--- src/rtl/seq_sched_pkg.sv ---
// Shared types and defaults for the round-robin sequence-engine scheduler.
package seq_sched_pkg;
    localparam int DEF_N_REQ  = 4;
    localparam int DEF_DATA_W = 8;

    typedef enum logic [2:0] {
        ST_IDLE,
        ST_CLR,
        ST_SHIFT,
        ST_RESP,
        ST_DONE
    } state_t;
endpackage

--- src/rtl/seq_engine_sched_rr_pick.sv ---
// Combinational round-robin picker: first requester at or above ptr, with wrap.
module rr_pick #(
    parameter int N_REQ = 4,
    parameter int ID_W  = $clog2(N_REQ)
) (
    input  logic [N_REQ-1:0] req,
    input  logic [ID_W-1:0]  ptr,
    output logic [N_REQ-1:0] gnt,
    output logic [ID_W-1:0]  idx,
    output logic             any
);
    always_comb begin
        int j;
        j   = 0;
        any = 1'b0;
        idx = '0;
        for (int k = 0; k < N_REQ; k++) begin
            j = int'(ptr) + k;
            if (j >= N_REQ) j = j - N_REQ;
            if (!any && req[j]) begin
                any = 1'b1;
                idx = ID_W'(j);
            end
        end
        gnt = any ? (N_REQ'(1) << idx) : '0;
    end
endmodule

--- src/rtl/seq_engine_sched.sv ---
// Shares one serial sequence-detector engine between N_REQ requesters: clear,
// shift a frame in MSB-first, count high outputs, report to the winner.
module seq_engine_sched
    import seq_sched_pkg::*;
#(
    parameter int N_REQ  = DEF_N_REQ,
    parameter int DATA_W = DEF_DATA_W,
    parameter int CNT_W  = $clog2(DATA_W + 1)
) (
    input  logic                      clk,
    input  logic                      reset,
    input  logic [N_REQ-1:0]          req,
    input  logic [N_REQ*DATA_W-1:0]   data_in,
    output logic [N_REQ-1:0]          gnt,
    output logic                      eng_rst,
    output logic                      eng_x,
    input  logic                      eng_out,
    output logic                      busy,
    output logic                      done,
    output logic [$clog2(N_REQ)-1:0]  done_id,
    output logic [CNT_W-1:0]          result_cnt,
    output logic                      result_last
);
    localparam int ID_W  = $clog2(N_REQ);
    localparam int BIT_W = $clog2(DATA_W);

    state_t              state_q, state_d;
    logic [N_REQ-1:0]    gnt_q, gnt_d;
    logic                eng_rst_q, eng_rst_d;
    logic [DATA_W-1:0]   shreg_q, shreg_d;
    logic [BIT_W-1:0]    bitcnt_q, bitcnt_d;
    logic [CNT_W-1:0]    cnt_q, cnt_d;
    logic                last_q, last_d;
    logic [ID_W-1:0]     winner_q, winner_d;
    logic [ID_W-1:0]     ptr_q, ptr_d;

    logic [DATA_W-1:0]   frame [N_REQ];
    logic [N_REQ-1:0]    winner_oh, pick_req, pick_gnt;
    logic [ID_W-1:0]     win_inc, pick_ptr, pick_idx;
    logic                pick_any, in_done, launch;

    for (genvar g = 0; g < N_REQ; g++) begin : g_frame
        assign frame[g] = data_in[g*DATA_W +: DATA_W];
    end

    // In DONE the winner's req is still falling, so it is masked and the
    // search starts just past the winner (the pointer value being written).
    assign in_done   = (state_q == ST_DONE);
    assign winner_oh = N_REQ'(1) << winner_q;
    assign win_inc   = (winner_q == ID_W'(N_REQ - 1)) ? '0 : winner_q + 1'b1;
    assign pick_req  = in_done ? (req & ~winner_oh) : req;
    assign pick_ptr  = in_done ? win_inc : ptr_q;
    assign launch    = pick_any && (state_q == ST_IDLE || in_done);

    rr_pick #(.N_REQ(N_REQ), .ID_W(ID_W)) u_pick (
        .req (pick_req),
        .ptr (pick_ptr),
        .gnt (pick_gnt),
        .idx (pick_idx),
        .any (pick_any)
    );

    always_comb begin
        state_d   = state_q;
        gnt_d     = gnt_q;
        eng_rst_d = 1'b0;
        shreg_d   = shreg_q;
        bitcnt_d  = bitcnt_q;
        cnt_d     = cnt_q;
        last_d    = last_q;
        winner_d  = winner_q;
        ptr_d     = ptr_q;
        case (state_q)
            ST_IDLE: ;
            ST_CLR: begin
                bitcnt_d = '0;
                cnt_d    = '0;
                state_d  = ST_SHIFT;
            end
            ST_SHIFT: begin
                shreg_d  = {shreg_q[DATA_W-2:0], 1'b0};
                bitcnt_d = bitcnt_q + 1'b1;
                // eng_out in the first SHIFT cycle still reflects the cleared engine
                if (bitcnt_q != '0) cnt_d = cnt_q + CNT_W'(eng_out);
                if (bitcnt_q == BIT_W'(DATA_W - 1)) state_d = ST_RESP;
            end
            ST_RESP: begin
                cnt_d   = cnt_q + CNT_W'(eng_out);
                last_d  = eng_out;
                gnt_d   = '0;
                state_d = ST_DONE;
            end
            ST_DONE: begin
                ptr_d   = win_inc;
                state_d = ST_IDLE;
            end
            default: state_d = ST_IDLE;
        endcase
        if (launch) begin
            state_d   = ST_CLR;
            gnt_d     = pick_gnt;
            winner_d  = pick_idx;
            shreg_d   = frame[pick_idx];
            eng_rst_d = 1'b1;
        end
    end

    always_ff @(posedge clk or posedge reset) begin
        if (reset) begin
            state_q   <= ST_IDLE;
            gnt_q     <= '0;
            eng_rst_q <= 1'b1;
            shreg_q   <= '0;
            bitcnt_q  <= '0;
            cnt_q     <= '0;
            last_q    <= 1'b0;
            winner_q  <= '0;
            ptr_q     <= '0;
        end else begin
            state_q   <= state_d;
            gnt_q     <= gnt_d;
            eng_rst_q <= eng_rst_d;
            shreg_q   <= shreg_d;
            bitcnt_q  <= bitcnt_d;
            cnt_q     <= cnt_d;
            last_q    <= last_d;
            winner_q  <= winner_d;
            ptr_q     <= ptr_d;
        end
    end

    assign gnt         = gnt_q;
    assign eng_rst     = eng_rst_q;
    assign eng_x       = (state_q == ST_SHIFT) & shreg_q[DATA_W-1];
    assign busy        = (state_q != ST_IDLE);
    assign done        = in_done;
    assign done_id     = winner_q;
    assign result_cnt  = cnt_q;
    assign result_last = last_q;
endmodule
--- config.mk ---
export PLATFORM = sky130hd
export DESIGN_NAME = seq_engine_sched
export DESIGN_NICKNAME = d
export VERILOG_FILES = /design/src/rtl/seq_sched_pkg.sv /design/src/rtl/seq_engine_sched_rr_pick.sv /design/src/rtl/seq_engine_sched.sv
export SDC_FILE = /design/constraint.sdc
export NUM_CORES = 1
export LEC_CHECK = 0
export ABC_AREA = 1
export CORE_ASPECT_RATIO = 0.6
export CORE_MARGIN = 4
export CORE_UTILIZATION = 45
export CTS_CLUSTER_DIAMETER = 120
export DETAILED_ROUTE_END_ITERATION = 8
export HOLD_SLACK_MARGIN = 0.03
export PLACE_DENSITY_LB_ADDON = 0.2
export RECOVER_POWER = 50
export SETUP_SLACK_MARGIN = 0.1
export SLEW_MARGIN = 30
export SYNTH_ARGS = -nofsm -noshare
export SYNTH_HDL_FRONTEND = slang
export SYNTH_SLANG_ARGS = --single-unit
--- constraint.sdc ---
create_clock -name clk -period 2.4 [get_ports clk]
set_input_delay 0.48 -clock clk [delete_from_list [all_inputs] [get_ports clk]]
set_output_delay 0.48 -clock clk [all_outputs]
set_load 0.05 [all_outputs]
==> impl_results.md <==
* Synth Warn # at 0
* Critical Path Max Stage Delay at between 0.4 and 0.5 ns
* Total GRT Usage at a little under a fifth
* H-Tree Level Count at 1
* Setup crit start kind: flop
* CP endpoint kind: flop
* Initial core utilization at a little under half
* Most numerous cell in the Yosys netlist: nand2_1
* Share of cells above drive strength 1 at a little under a third
* Skew-Pair Late Insertion Delay at about 0.27 ns
* 1st-iter DRT viols at 166
* Sequential fraction of the synthesis area at 31.87%
* WS Path Type: flop to flop
* R2R Setup Slk at about 0.023 ns
* NumNets Final at ~450
* Top FF cell, synth: dfrtp_1
* Worst Path Arrival at between 2 and 3 ns
* Fill count at approximately 360
* Vias in the first global route at 2003
* Post-Route WL at approximately 6700 um
* Max Slew Vio Count at 0
* Register bit total from synthesis at 28
* Die X at 98.31 um
* Die area at 6113 um2
* Clock tree sinks at 28
* Outcome: complete, no violations
* Ports at between 50 and 60
* Cell mode on critical path: nand2_1
* WP buf/inv at 1
* Input/output buffers at 53
* Setup TNS at 0 ns
* Die Y at approximately 62 um
* Synthesized area at 2202 um2
* Library cells used by synthesis at 30
* CP Cell Sequence: ha_4, nor2_2, nand3_2, nand2_4, nand2_1, nand3_1, nand2_2, nand2_4, nand2_2, nand2_4, buf_8, nand4_1, nand2_1, nand2_1, nand2_1, nand2_1, nand2_1
* Largest net degree at the start of global routing at 29
* Top cells by area, synth: dfrtp_1 31%, nand2_1 21%, nand3_1 7.7%, inv_1 5.8%, nand2_2 5.7%
* Placed Instance Area at approximately 2900 um2
* Post-route ant nets at 0
* Row cnt at 19
* Synth top area share at a little under a third
* Final Hold Fails at 0
* MaxCap Viol Count at 0
* Worst hold-check path type: flop to flop
* Hpwl dp at ~4300 um
* Yosys top cell by area: dfrtp_1
* Wire length per cell at between 10 and 15 um
* Synthesized Nets at roughly 370
* Gpl congestion at around 0.81
* Routed vias at around 2400
* Slowest CP cell: dfrtp_2
* Initial antenna violation count at 0
* Synth Instances at 320
* Core area at between 4000 and 5000 um2
* Final Cell Area at between 3000 and 4000 um2
* Crit-path leading delay family: simple AND/OR/NAND/NOR gates
* Worst-margin pin slew at between 1 and 1.5 ns
* Syn Area/Cell at about 7 um2
* Clock Path Buffers at 2
* # placed instances at 439
* CTS Buf Count at 3
* Antenna diodes at 0
* Post-synth ARST share at between 90% and 100%
* Final period util at between 90 and 100%
* Area growth syn-to-layout at 55.45%
* CTS clk-pin slew, worst paths at 0.09 ns
* TritonCTS clock tree: built
* Grt ovf at 0
* Area of the multi-input gates at 1568 um2
* Relative slew margins at roughly 3.6%
* Fmax achieved at between 0.4 and 0.5 GHz
* First-pass GRT wire length at 9501 um
* WP data required at roughly 2.6 ns
* Reg area at 705.7 um2
* 1st-pass router iterations at 4
* CP max FO at 16
* Clock skew at 0.002470 ns
* DR DRC count at 0
* Non-filler cells, final at around 470
* Post-synth top cells: 122 x nand2_1, 34 x inv_1, 34 x nand3_1
* Unrepaired setup endpoints after global routing: true
* EDFF count, synth at 0
* Final setup fails at 0
* Vias per cell at roughly 5.1
* Final Critical Period at between 2 and 2.5 ns
* Clk root buf: clkbuf_8
## sequential cells by signal (all words and copies together) (netlist names)
| signal | cells |
|---|---|
| gnt | 4 |
| result_cnt | 4 |
| bitcnt_q | 3 |
| eng_rst | 1 |
| result_last | 1 |
| shreg_q | 8 |
| state_q | 3 |
| ptr_q | 2 |
| done_id | 2 |
## through the flow
| step | hold WS [ns] | setup slack (ns) | utilization [%] |
|---|---|---|---|
| floorplan | 0.4759 | 0.1068 | - |
| global placement | 0.4557 | -0.04351 | 61.71 |
| detailed placement | 0.4721 | -0.08359 | 61.71 |
| CTS | 0.4977 | 0.1004 | 65.33 |
| global route | 0.5283 | -0.1081 | 73.47 |
| finish | 0.4880 | 0.02253 | 73.47 |
## worst reg2reg max path: stages, from the launching register on
cell     delay, ns
dfrtp_2       0.47
ha_4          0.19
nor2_2        0.09
nand3_2       0.15
nand2_4       0.16
nand2_1       0.10
nand3_1       0.12
nand2_2       0.10
nand2_4       0.10
nand2_2       0.06
nand2_4       0.15
buf_8         0.17
nand4_1       0.13
nand2_1       0.10
nand2_1       0.06
nand2_1       0.06
nand2_1       0.05
nand2_1       0.05
## final timing paths
check                            start     endpoint  depth (start not counted)
max                         done_id[0]   shreg_q[4]                         17
min in group asynchronous        reset   shreg_q[3]                          3
max in group asynchronous        reset   state_q[2]                          3
max reg2reg                 done_id[0]   shreg_q[4]                         17
min reg2reg                result_last  result_last                          2
min                        result_last  result_last                          2
## cells in the final DEF, fill, tap and decap left out, types with 5 or more instances in the layout
cell              n
nand3_2           9
nand2_4          15
clkdlybuf4s50_1  49
dfrtp_1          24
nand2_1          95
nand3_1          26
nand3_4           6
nor2_1            9
inv_1            29
o21ai_0           8
nand4_1          17
buf_12            5
ha_1              6
nand2_2          36
buf_6             8
buf_4            20
## cell type report
type                       count  area share (%)
tap                           63           2.303
clock buffer                   4           1.316
timing repair buffer          86           25.84
sequential                    28           20.61
multi-input combinational    249           45.80
inverter                      36           4.130
## per-layer routing
| layer | global-route usage (%) | up-vias | routed length (um) |
|---|---|---|---|
| met5 | 0 | - | 0 |
| met1 | 29.32 | 1115 | 3222 |
| met3 | 3.356 | 4 | 349 |
| li1 | - | 1205 | - |
| met4 | 1.363 | 0 | 29 |
| met2 | 25.59 | 62 | 3148 |
## kinds of logic after synthesis
group	count (synthesis)	share of synthesized area [%]
buf+inv	47	10.17
compound gates	19	5.227
simple gates	217	47.61
fa+ha+maj	9	5.114
flops	28	31.88
## timing repair
action                     CTS  global route
setup endpoints to repair   13            16
gates cloned                 1             5
pin swaps                    3            19
hold buffers                 0             0
setup buffers                8             9
resized for setup            9            68
Power is left out: the tool's default activity adds up to more than one toggle a clock period on the data nets, which glitch-free logic cannot reach.
